`src/rtl/fetch_pkg.sv`:
```
// Shared types and constants for the instruction-fetch stage: FSM states,
// the IF/ID register layout and the PC alignment helper.
package fetch_pkg;

  localparam int          PC_W      = 9;
  localparam logic [31:0] NOP_INSTR = 32'h0000_0013;

  typedef enum logic [1:0] {
    ST_REQ    = 2'd0,
    ST_HOLD   = 2'd1,
    ST_HALTED = 2'd2
  } fetch_state_e;

  typedef struct packed {
    logic [PC_W-1:0] pc;
    logic [31:0]     instr;
    logic            valid;
  } if_id_t;

  localparam if_id_t IF_ID_FLUSH = '{pc: {PC_W{1'b0}}, instr: NOP_INSTR, valid: 1'b0};

  // Redirect targets are truncated to the PC width and forced word aligned.
  function automatic logic [PC_W-1:0] pc_align(input logic [31:0] target);
    return {target[PC_W-1:2], 2'b00};
  endfunction

endpackage

```
`src/rtl/fetch_skid_buffer.sv`:
```
// One-entry holding register that parks a fetched instruction while decode
// is stalled. clear has priority over load, load over drain.
module fetch_skid_buffer
  import fetch_pkg::*;
(
  input  logic            clk,
  input  logic            reset_n,
  input  logic            load,
  input  logic            drain,
  input  logic            clear,
  input  logic [PC_W-1:0] load_pc,
  input  logic [31:0]     load_instr,
  output logic [PC_W-1:0] out_pc,
  output logic [31:0]     out_instr,
  output logic            out_valid
);

  if_id_t entry_d;
  if_id_t entry_q;

  // Next-entry selection.
  always_comb begin
    entry_d = entry_q;
    if (clear) begin
      entry_d = IF_ID_FLUSH;
    end else if (load) begin
      entry_d = '{pc: load_pc, instr: load_instr, valid: 1'b1};
    end else if (drain) begin
      entry_d.valid = 1'b0;
    end else begin
      entry_d = entry_q;
    end
  end

  // Entry storage.
  always_ff @(posedge clk or negedge reset_n) begin
    if (!reset_n) begin
      entry_q <= IF_ID_FLUSH;
    end else begin
      entry_q <= entry_d;
    end
  end

  assign out_pc    = entry_q.pc;
  assign out_instr = entry_q.instr;
  assign out_valid = entry_q.valid;

endmodule

```
`src/rtl/fetch_pc_unit.sv`:
```
// PC register and fetch stage: single-outstanding requests to a
// variable-latency instruction memory, decode-stall skid, redirect kill, halt.
module fetch_pc_unit
  import fetch_pkg::*;
(
  input  logic            clk,
  input  logic            reset_n,
  input  logic            PcSel,
  input  logic [31:0]     BrPC,
  input  logic            Stall,
  input  logic            Halt_req,
  output logic            imem_req,
  output logic [PC_W-1:0] imem_addr,
  input  logic            imem_ready,
  input  logic [31:0]     imem_rdata,
  output logic [PC_W-1:0] Cur_PC,
  output logic [PC_W-1:0] IfId_Pc,
  output logic [31:0]     IfId_Instr,
  output logic            IfId_Valid,
  output logic            Halted
);

  fetch_state_e    state_d, state_q;
  logic [PC_W-1:0] cur_pc_d, cur_pc_q;
  logic [PC_W-1:0] addr_d, addr_q;
  logic            req_d, req_q;
  logic            kill_d, kill_q;
  if_id_t          ifid_d, ifid_q;

  logic            rsp_s;
  logic            skid_load_s, skid_drain_s, skid_clear_s;
  logic [PC_W-1:0] skid_pc_s;
  logic [31:0]     skid_instr_s;
  logic            skid_valid_s;
  logic [PC_W-1:0] br_target_s;
  logic            unused_br_s;

  assign rsp_s       = req_q & imem_ready;
  assign br_target_s = pc_align(BrPC);
  assign unused_br_s = ^{BrPC[31:PC_W], BrPC[1:0]};

  fetch_skid_buffer u_skid (
    .clk        (clk),
    .reset_n    (reset_n),
    .load       (skid_load_s),
    .drain      (skid_drain_s),
    .clear      (skid_clear_s),
    .load_pc    (addr_q),
    .load_instr (imem_rdata),
    .out_pc     (skid_pc_s),
    .out_instr  (skid_instr_s),
    .out_valid  (skid_valid_s)
  );

  // Next-state, PC and IF/ID update; priority halt > redirect > stall > normal.
  always_comb begin
    state_d      = state_q;
    cur_pc_d     = cur_pc_q;
    addr_d       = addr_q;
    req_d        = req_q;
    kill_d       = kill_q;
    ifid_d       = ifid_q;
    skid_load_s  = 1'b0;
    skid_drain_s = 1'b0;
    skid_clear_s = 1'b0;
    case (state_q)
      ST_REQ, ST_HOLD: begin
        if (Halt_req) begin
          state_d      = ST_HALTED;
          req_d        = 1'b0;
          kill_d       = 1'b0;
          ifid_d       = IF_ID_FLUSH;
          skid_clear_s = 1'b1;
        end else if (PcSel) begin
          state_d      = ST_REQ;
          cur_pc_d     = br_target_s;
          req_d        = 1'b1;
          ifid_d       = IF_ID_FLUSH;
          skid_clear_s = 1'b1;
          // An unanswered request must complete at its old address before refetch.
          if (req_q && !imem_ready) begin
            kill_d = 1'b1;
          end else begin
            kill_d = 1'b0;
            addr_d = br_target_s;
          end
        end else if (state_q == ST_HOLD) begin
          if (!Stall) begin
            ifid_d       = '{pc: skid_pc_s, instr: skid_instr_s, valid: skid_valid_s};
            skid_drain_s = 1'b1;
            cur_pc_d     = cur_pc_q + PC_W'(4);
            addr_d       = cur_pc_q + PC_W'(4);
            req_d        = 1'b1;
            state_d      = ST_REQ;
          end else begin
            ifid_d = ifid_q;
          end
        end else if (rsp_s && !kill_q && !Stall) begin
          ifid_d   = '{pc: addr_q, instr: imem_rdata, valid: 1'b1};
          cur_pc_d = addr_q + PC_W'(4);
          addr_d   = addr_q + PC_W'(4);
        end else if (rsp_s && !kill_q) begin
          skid_load_s = 1'b1;
          state_d     = ST_HOLD;
          req_d       = 1'b0;
        end else begin
          req_d = 1'b1;
          if (rsp_s) begin
            kill_d = 1'b0;
            addr_d = cur_pc_q;
          end else begin
            kill_d = kill_q;
          end
          if (!Stall) begin
            ifid_d.valid = 1'b0;
          end else begin
            ifid_d = ifid_q;
          end
        end
      end
      ST_HALTED: begin
        state_d = ST_HALTED;
        req_d   = 1'b0;
        kill_d  = 1'b0;
        ifid_d  = IF_ID_FLUSH;
      end
      default: begin
        state_d      = ST_HALTED;
        req_d        = 1'b0;
        kill_d       = 1'b0;
        ifid_d       = IF_ID_FLUSH;
        skid_clear_s = 1'b1;
      end
    endcase
  end

  // Fetch-stage state registers.
  always_ff @(posedge clk or negedge reset_n) begin
    if (!reset_n) begin
      state_q  <= ST_REQ;
      cur_pc_q <= {PC_W{1'b0}};
      addr_q   <= {PC_W{1'b0}};
      req_q    <= 1'b0;
      kill_q   <= 1'b0;
      ifid_q   <= IF_ID_FLUSH;
    end else begin
      state_q  <= state_d;
      cur_pc_q <= cur_pc_d;
      addr_q   <= addr_d;
      req_q    <= req_d;
      kill_q   <= kill_d;
      ifid_q   <= ifid_d;
    end
  end

  assign imem_req   = req_q;
  assign imem_addr  = addr_q;
  assign Cur_PC     = cur_pc_q;
  assign IfId_Pc    = ifid_q.pc;
  assign IfId_Instr = ifid_q.instr;
  assign IfId_Valid = ifid_q.valid;
  assign Halted     = (state_q == ST_HALTED);

endmodule

```
`config.mk`:
```
export PLATFORM = sky130hd
export DESIGN_NAME = fetch_pc_unit
export DESIGN_NICKNAME = d
export VERILOG_FILES = /design/src/rtl/fetch_pkg.sv /design/src/rtl/fetch_skid_buffer.sv /design/src/rtl/fetch_pc_unit.sv
export SDC_FILE = /design/constraint.sdc
export NUM_CORES = 1
export LEC_CHECK = 0
export CAP_MARGIN = 10
export CORE_MARGIN = 10
export CORE_UTILIZATION = 45
export DETAILED_ROUTE_END_ITERATION = 6
export GPL_TIMING_DRIVEN = 1
export PLACE_DENSITY_LB_ADDON = 0.12
export SKIP_LAST_GASP = 1
export SLEW_MARGIN = 20
export SYNTH_ARGS = -nofsm -noshare
export SYNTH_HDL_FRONTEND = slang
export SYNTH_SLANG_ARGS = --single-unit
```
`constraint.sdc`:
```
create_clock -name clk -period 5.45 [get_ports clk]
set_input_delay 0.8175 -clock clk [delete_from_list [all_inputs] [get_ports clk]]
set_output_delay 0.8175 -clock clk [all_outputs]
set_load 0.03 [all_outputs]
```
==> impl_metrics.yaml, run 1 <==
worst_setup_path:
  cp-end-kind: "flip-flop"
  r2r_slack_ps: 2720
  cp_max_fo: 40
  r2r_start: "state_q[0]$_DFFE_PN0P_"
  r2r_end: "imem_addr[6]$_DFFE_PN0P_"
  worst-endpoint-arrival_ps: 3100
  worst_r2r_path_depth: 6
  cp.required_ps: 5670
  start_kind: "input port"
  crit_type: "input port to flip-flop"
power:
  power.switching_mw: 0.376
  pwr_density_cell_nw_per_um2: 244
  pwr-share-clk_pct: 37.0
  p_leak_nw: 2.53
  internal-power_mw: 1.14
  pwr-share-comb_pct: 8.8
  power_mw: 1.51
  ir_worst_vdd_v: 0.000173
  p_seq_share_pct: 54.1
  switching_share_pct: 24.8
floorplanning:
  coreArea_um2: 10500
  die-area_um2: 15400
  std_cell_rows: 37
  num_io_pins: 132
  start_util_pct: 46.7
  die_y_um: 124
  die_x_um: 124
yosys:
  synth_warnings: 0
  syn_inst: 483
  syn_area_um2: 4880
  synth_cell_types: 48
  synth_edf_count: 0
  syn_nets: 555
  yosysSeqAreaShare_pct: 54.5
  synth-seq-cells: 106
  synth.area.top_cells: "dfrtp_1 51%, a22o_1 7.0%, o21ai_0 6.3%, a22oi_1 5.7%, nand2_1 4.5%"
  syn_avg_cell_area_um2: 10.1
  synth_top_cell_by_area: "dfrtp_1"
  yosysTopAreaCellShare_pct: 51.3
  postSynth.asyncResetShare_pct: 100
  synthFlopType: "dfrtp_1"
clock_tree:
  clk_pin_slew_ps: 110
  cts_buffer_depth: 2
  tritoncts.num_buffers: 9
  cts_resized: 0
  tritoncts: "yes"
  holdBufCountCts: 0
  clock_latency_ps: 370
  post-cts-setup-buffers: 0
  htreeDepth: 3
  cts_sinks: 106
  root_buffer: "clkbuf_8"
min_path:
  min_from: "u_skid.out_instr[0]$_DFFE_PN1P_"
  min_to: "u_skid.out_instr[0]$_DFFE_PN1P_"
  min_path_cells: 2
  holdCritPathClass: "flip-flop to flip-flop"
timing:
  finalClockSkew_ps: 17.5
  max-slew-margin-rel_pct: 30.4
  hold_violations: 0
  fmax_mhz: 347
  whs_ps: 470
  worst_slew_pin_slew_ps: 1040
  timing.final.crit_share_pct: 53.0
  final.setup.tns_ps: 0
  drv_slew: 0
  setup_viol: 0
  rsz0062_at_grt: "no"
  period_minus_slack_ps: 2890
detailed_routing:
  ant_nets: 0
  wl_per_cell_um: 19.0
  wl_um: 13400
  drc_errors: 0
  dr_total_vias: 4084
  drt_iter0_markers: 413
  via_per_inst: 5.78
  dr.pass1.iters: 6
layout:
  mostFrequentLayoutCells: "105 x clkdlybuf4s50_1, 100 x dfrtp_1, 61 x o21ai_0"
  final_common_cell: "clkdlybuf4s50_1"
  n_antenna_cell: 0
  nets: 638
  drive_gt1_share_pct: 6.48
  syn2layout_area_growth_pct: 27.2
global_route:
  grt_max_degree: 61
  antenna_found_initial: 0
  grt_overflow_total: 0
  first_global_vias: 4155
  grt_use_total_pct: 17.9
  grt_pass1_wl_um: 22100
status:
  outcome: "complete, no violations"
job:
  drv_cap: 0
place:
  port_buffers: 106
  place_congestion: 0.866
  dp_hpwl_um: 8790
layer usage:
metal / vias to the layer above / track usage, % / wire, um
li1: 1927 / - / -
met1: 2019 / 24.0 / 6090
met2: 125 / 28.3 / 6300
met3: 13 / 4.16 / 902
met4: 0 / 4.75 / 159
met5: - / 0 / 0
power groups by stage:
stage          Sequential (mW)  Clock [mW]  Combinational (mW)
6_report                 0.820       0.561               0.134
5_1_grt                  0.823       0.608               0.147
4_1_cts                  0.820       0.572               0.136
3_5_place_dp             0.835           0               0.135
3_3_place_gp             0.835           0               0.133
2_1_floorplan            0.847           0              0.0382
worst max path at each step:
| stage | start | endpoint | slack (ps) | cells past startpoint |
|---|---|---|---|---|
| 3_3_place_gp | Stall | imem_addr[5]$_DFFE_PN0P_ | 2200 | 6 |
| 4_1_cts | PcSel | u_skid.out_instr[11]$_DFFE_PN0P_ | 2580 | 5 |
| 3_5_place_dp | PcSel | u_skid.out_pc[5]$_DFFE_PN0P_ | 2180 | 5 |
| 6_report | Stall | imem_addr[5]$_DFFE_PN0P_ | 2560 | 6 |
| 5_1_grt | Stall | imem_addr[5]$_DFFE_PN0P_ | 2380 | 6 |
| 2_1_floorplan | Stall | Cur_PC[2]$_DFFE_PN0P_ | 3220 | 8 |
cell type report:
type / count / area [um2]
fill: 952 / 4250
sequential: 106 / 2660
multi-input combinational: 330 / 2020
timing repair buffer: 112 / 1100
tap: 136 / 170
clock buffer: 10 / 138
clock inverter: 6 / 96.3
inverter: 7 / 26.3
flip-flops by register name, summed over array words and instances, names as in the netlist, 2 cells and up:
name / cells
Cur_PC: 9
state_q: 2
IfId_Pc: 9
imem_addr: 9
u_skid.out_pc: 9
u_skid.out_instr: 32
IfId_Instr: 32
critical path: stages:
cell	delay (ps)
clkdlybuf4s50_1	550
nand4bb_1	420
nor2_4	840
a221oi_1	180
o31ai_1	130
a31oi_1	120
logic make-up after synthesis:
logic type	after synthesis	synth area share, %
AOI/OAI and AO/OA	188	26.0
xor gates and xnor gates	8	1.44
adders and majority gates	2	0.512
buffers and inverters	47	4.79
DFF	106	54.5
muxes	2	0.410
and+or+nand+nor	130	12.3
synth_stat cells, drive strengths merged (2+ instances only):
cell    number
dfrtp      100
o21ai       61
nand2       59
a22o        39
a22oi       37
nor2        29
a21oi       25
buf         21
clkbuf      19
nand3       13
inv          7
nor3         7
xor2         7
dfstp        6
a31oi        5
nor4         5
o22ai        4
a221oi       3
and3         3
nor2b        3
or3          3
a211oi       2
and3b        2
ha           2
mux2i        2
nand2b       2
o21bai       2
o221ai       2
per-stage QoR:
step | area, um2 | instances | setup WS (ps) | utilization, %
global route | 6210 | 707 | 2380 | 59.4
detailed placement | 5980 | 691 | 2180 | 57.1
finish | 6210 | 707 | 2560 | 59.4
CTS | 6210 | 707 | 2580 | 59.4
floorplan | 4880 | 483 | 3220 | -
global placement | 5980 | 691 | 2200 | 57.1
Note: power is estimated with default switching activity, not from simulation.
==> inputs of run 2 (changes only) <==
CORE_UTILIZATION = 44   (was 45)
clock period = 2.4 ns   (was 5.45 ns; I/O delays follow)
==> run 2 against run 1 <==
Global-route usage decreased by 0.27 points. Utilization decreased by 0.50 points. Critical path depth decreased by 4. Hold slack got worse by 140 ps. Sequential cell count unchanged. Die area increased by 1.9%.
==> impl_metrics.yaml, run 2 (same netlist as run 1, synthesis figures left out) <==
clock_tree:
  tritoncts: "yes"
  clock_latency_ps: 380
  cts_sinks: 106
  cts_buffer_depth: 2
  htreeDepth: 3
  clk_pin_slew_ps: 110
  tritoncts.num_buffers: 9
  root_buffer: "clkbuf_8"
detailed_routing:
  via_per_inst: 5.76
  drt_iter0_markers: 415
  drc_errors: 0
  dr.pass1.iters: 5
  ant_nets: 0
  wl_per_cell_um: 18.8
  dr_total_vias: 4211
  wl_um: 13800
min_path:
  holdCritPathClass: "input port to asynchronous set/reset pin"
global_route:
  grt_max_degree: 68
  grt_use_total_pct: 17.6
  first_global_vias: 4373
  grt_overflow_total: 0
  antenna_found_initial: 0
  grt_pass1_wl_um: 23200
layout:
  mostFrequentLayoutCells: "105 x clkdlybuf4s50_1, 100 x dfrtp_1, 61 x o21ai_0"
  n_antenna_cell: 0
  final_common_cell: "clkdlybuf4s50_1"
  syn2layout_area_growth_pct: 30.7
  fin_util_pct: 58.9
  nets: 658
  num-fill-cells: 940
  final_cell_area_um2: 6380
  finalNonFillerCells: 731
  drive_gt1_share_pct: 9.48
place:
  dp_hpwl_um: 9380
  placed_area_um2: 6160
  place_congestion: 0.893
  port_buffers: 106
  dp_cells: 714
worst_setup_path:
  crit_type: "flip-flop to output port"
  worst-endpoint-arrival_ps: 1930
  cp-end-kind: "output port"
  cp.required_ps: 2040
  cp_max_fo: 7
  cp_cell_sequence: "nor2b_1 -> clkdlybuf4s50_1"
  start_kind: "flip-flop"
  cp_slowest_cell: "clkdlybuf4s50_1"
  slowest_delay_ps: 730
floorplanning:
  die_x_um: 125
  die-area_um2: 15700
  std_cell_rows: 38
  num_io_pins: 132
  coreArea_um2: 10800
  start_util_pct: 45.0
  die_y_um: 125
timing:
  hold_violations: 0
  final.setup.tns_ps: 0
  worst_slew_pin_slew_ps: 485
  drv_slew: 0
  fmax_mhz: 437
  finalClockSkew_ps: 9.58
  rsz0062_at_grt: "no"
  setup_viol: 0
  timing.final.crit_share_pct: 95.4
  max-slew-margin-rel_pct: 67.6
  period_minus_slack_ps: 2290
power:
  p_leak_nw: 2.63
  pwr_density_cell_nw_per_um2: 523
  ir_worst_vdd_v: 0.000293
status:
  outcome: "complete, no violations"
job:
  drv_cap: 0
-- run 2: critical path, delay by kind of cell (launching register included) --
| family | cells | cell delay [ps] |
|---|---|---|
| simple gates | 1 | 280 |
| buf+inv | 1 | 730 |
| flops | 1 | 550 |
-- run 2: cell type report --
cell class	instances	area, um2	share of cell area, %
Clock buffer	10	138	2.16
Clock inverter	6	71.3	1.12
Inverter	7	26.3	0.412
Multi-Input combinational cell	330	2020	31.6
Sequential cell	106	2660	41.7
Tap cell	140	175	2.75
Timing Repair Buffer	132	1290	20.3
-- run 2: through the flow --
step           hold slack, ps  setup slack (ps)  power [mW]
2_1_floorplan            64.4               563        2.01
6_report                  332               110        3.34
4_1_cts                   315               113        3.38
3_3_place_gp              192               107        2.21
3_5_place_dp              196              26.8        2.21
5_1_grt                   322              26.6        3.48
-- run 2: timing repair --
action	in CTS	in global routing
hold buffers	1	0
setup buffers	0	0
endpoints found under the hold margin	7	0
endpoints found under the setup margin	0	0
gates resized for setup	0	0
-- run 2: layer usage --
metal / GRT usage [%] / part of all wire [%]
met1: 23.1 / 44
met2: 28.1 / 48
met3: 4.90 / 6.7
met4: 4.20 / 1.3
met5: 0 / 0
-- run 2: path summary, 6_finish.rpt --
path	from	to	slack, ps	cells after the start
min in group clk	IfId_Instr[7]$_DFFE_PN0P_	IfId_Instr[7]$_DFFE_PN0P_	490	2
hold / removal	reset_n	u_skid.out_instr[2]$_DFFE_PN0P_	330	2
setup reg to reg	state_q[0]$_DFFE_PN0P_	IfId_Instr[8]$_DFFE_PN0P_	420	5
max in group asynchronous	reset_n	imem_addr[2]$_DFFE_PN0P_	1440	3
hold reg to reg	IfId_Instr[7]$_DFFE_PN0P_	IfId_Instr[7]$_DFFE_PN0P_	490	2
setup / recovery	state_q[1]$_DFFE_PN0P_	Halted	110	2
-- run 2: report_power, final --
group	total [mW]	switching (mW)	internal, mW
clock network	1.16	0.639	0.524
logic	0.313	0.162	0.151
registers	1.86	0.0508	1.81
total	3.34	0.852	2.49
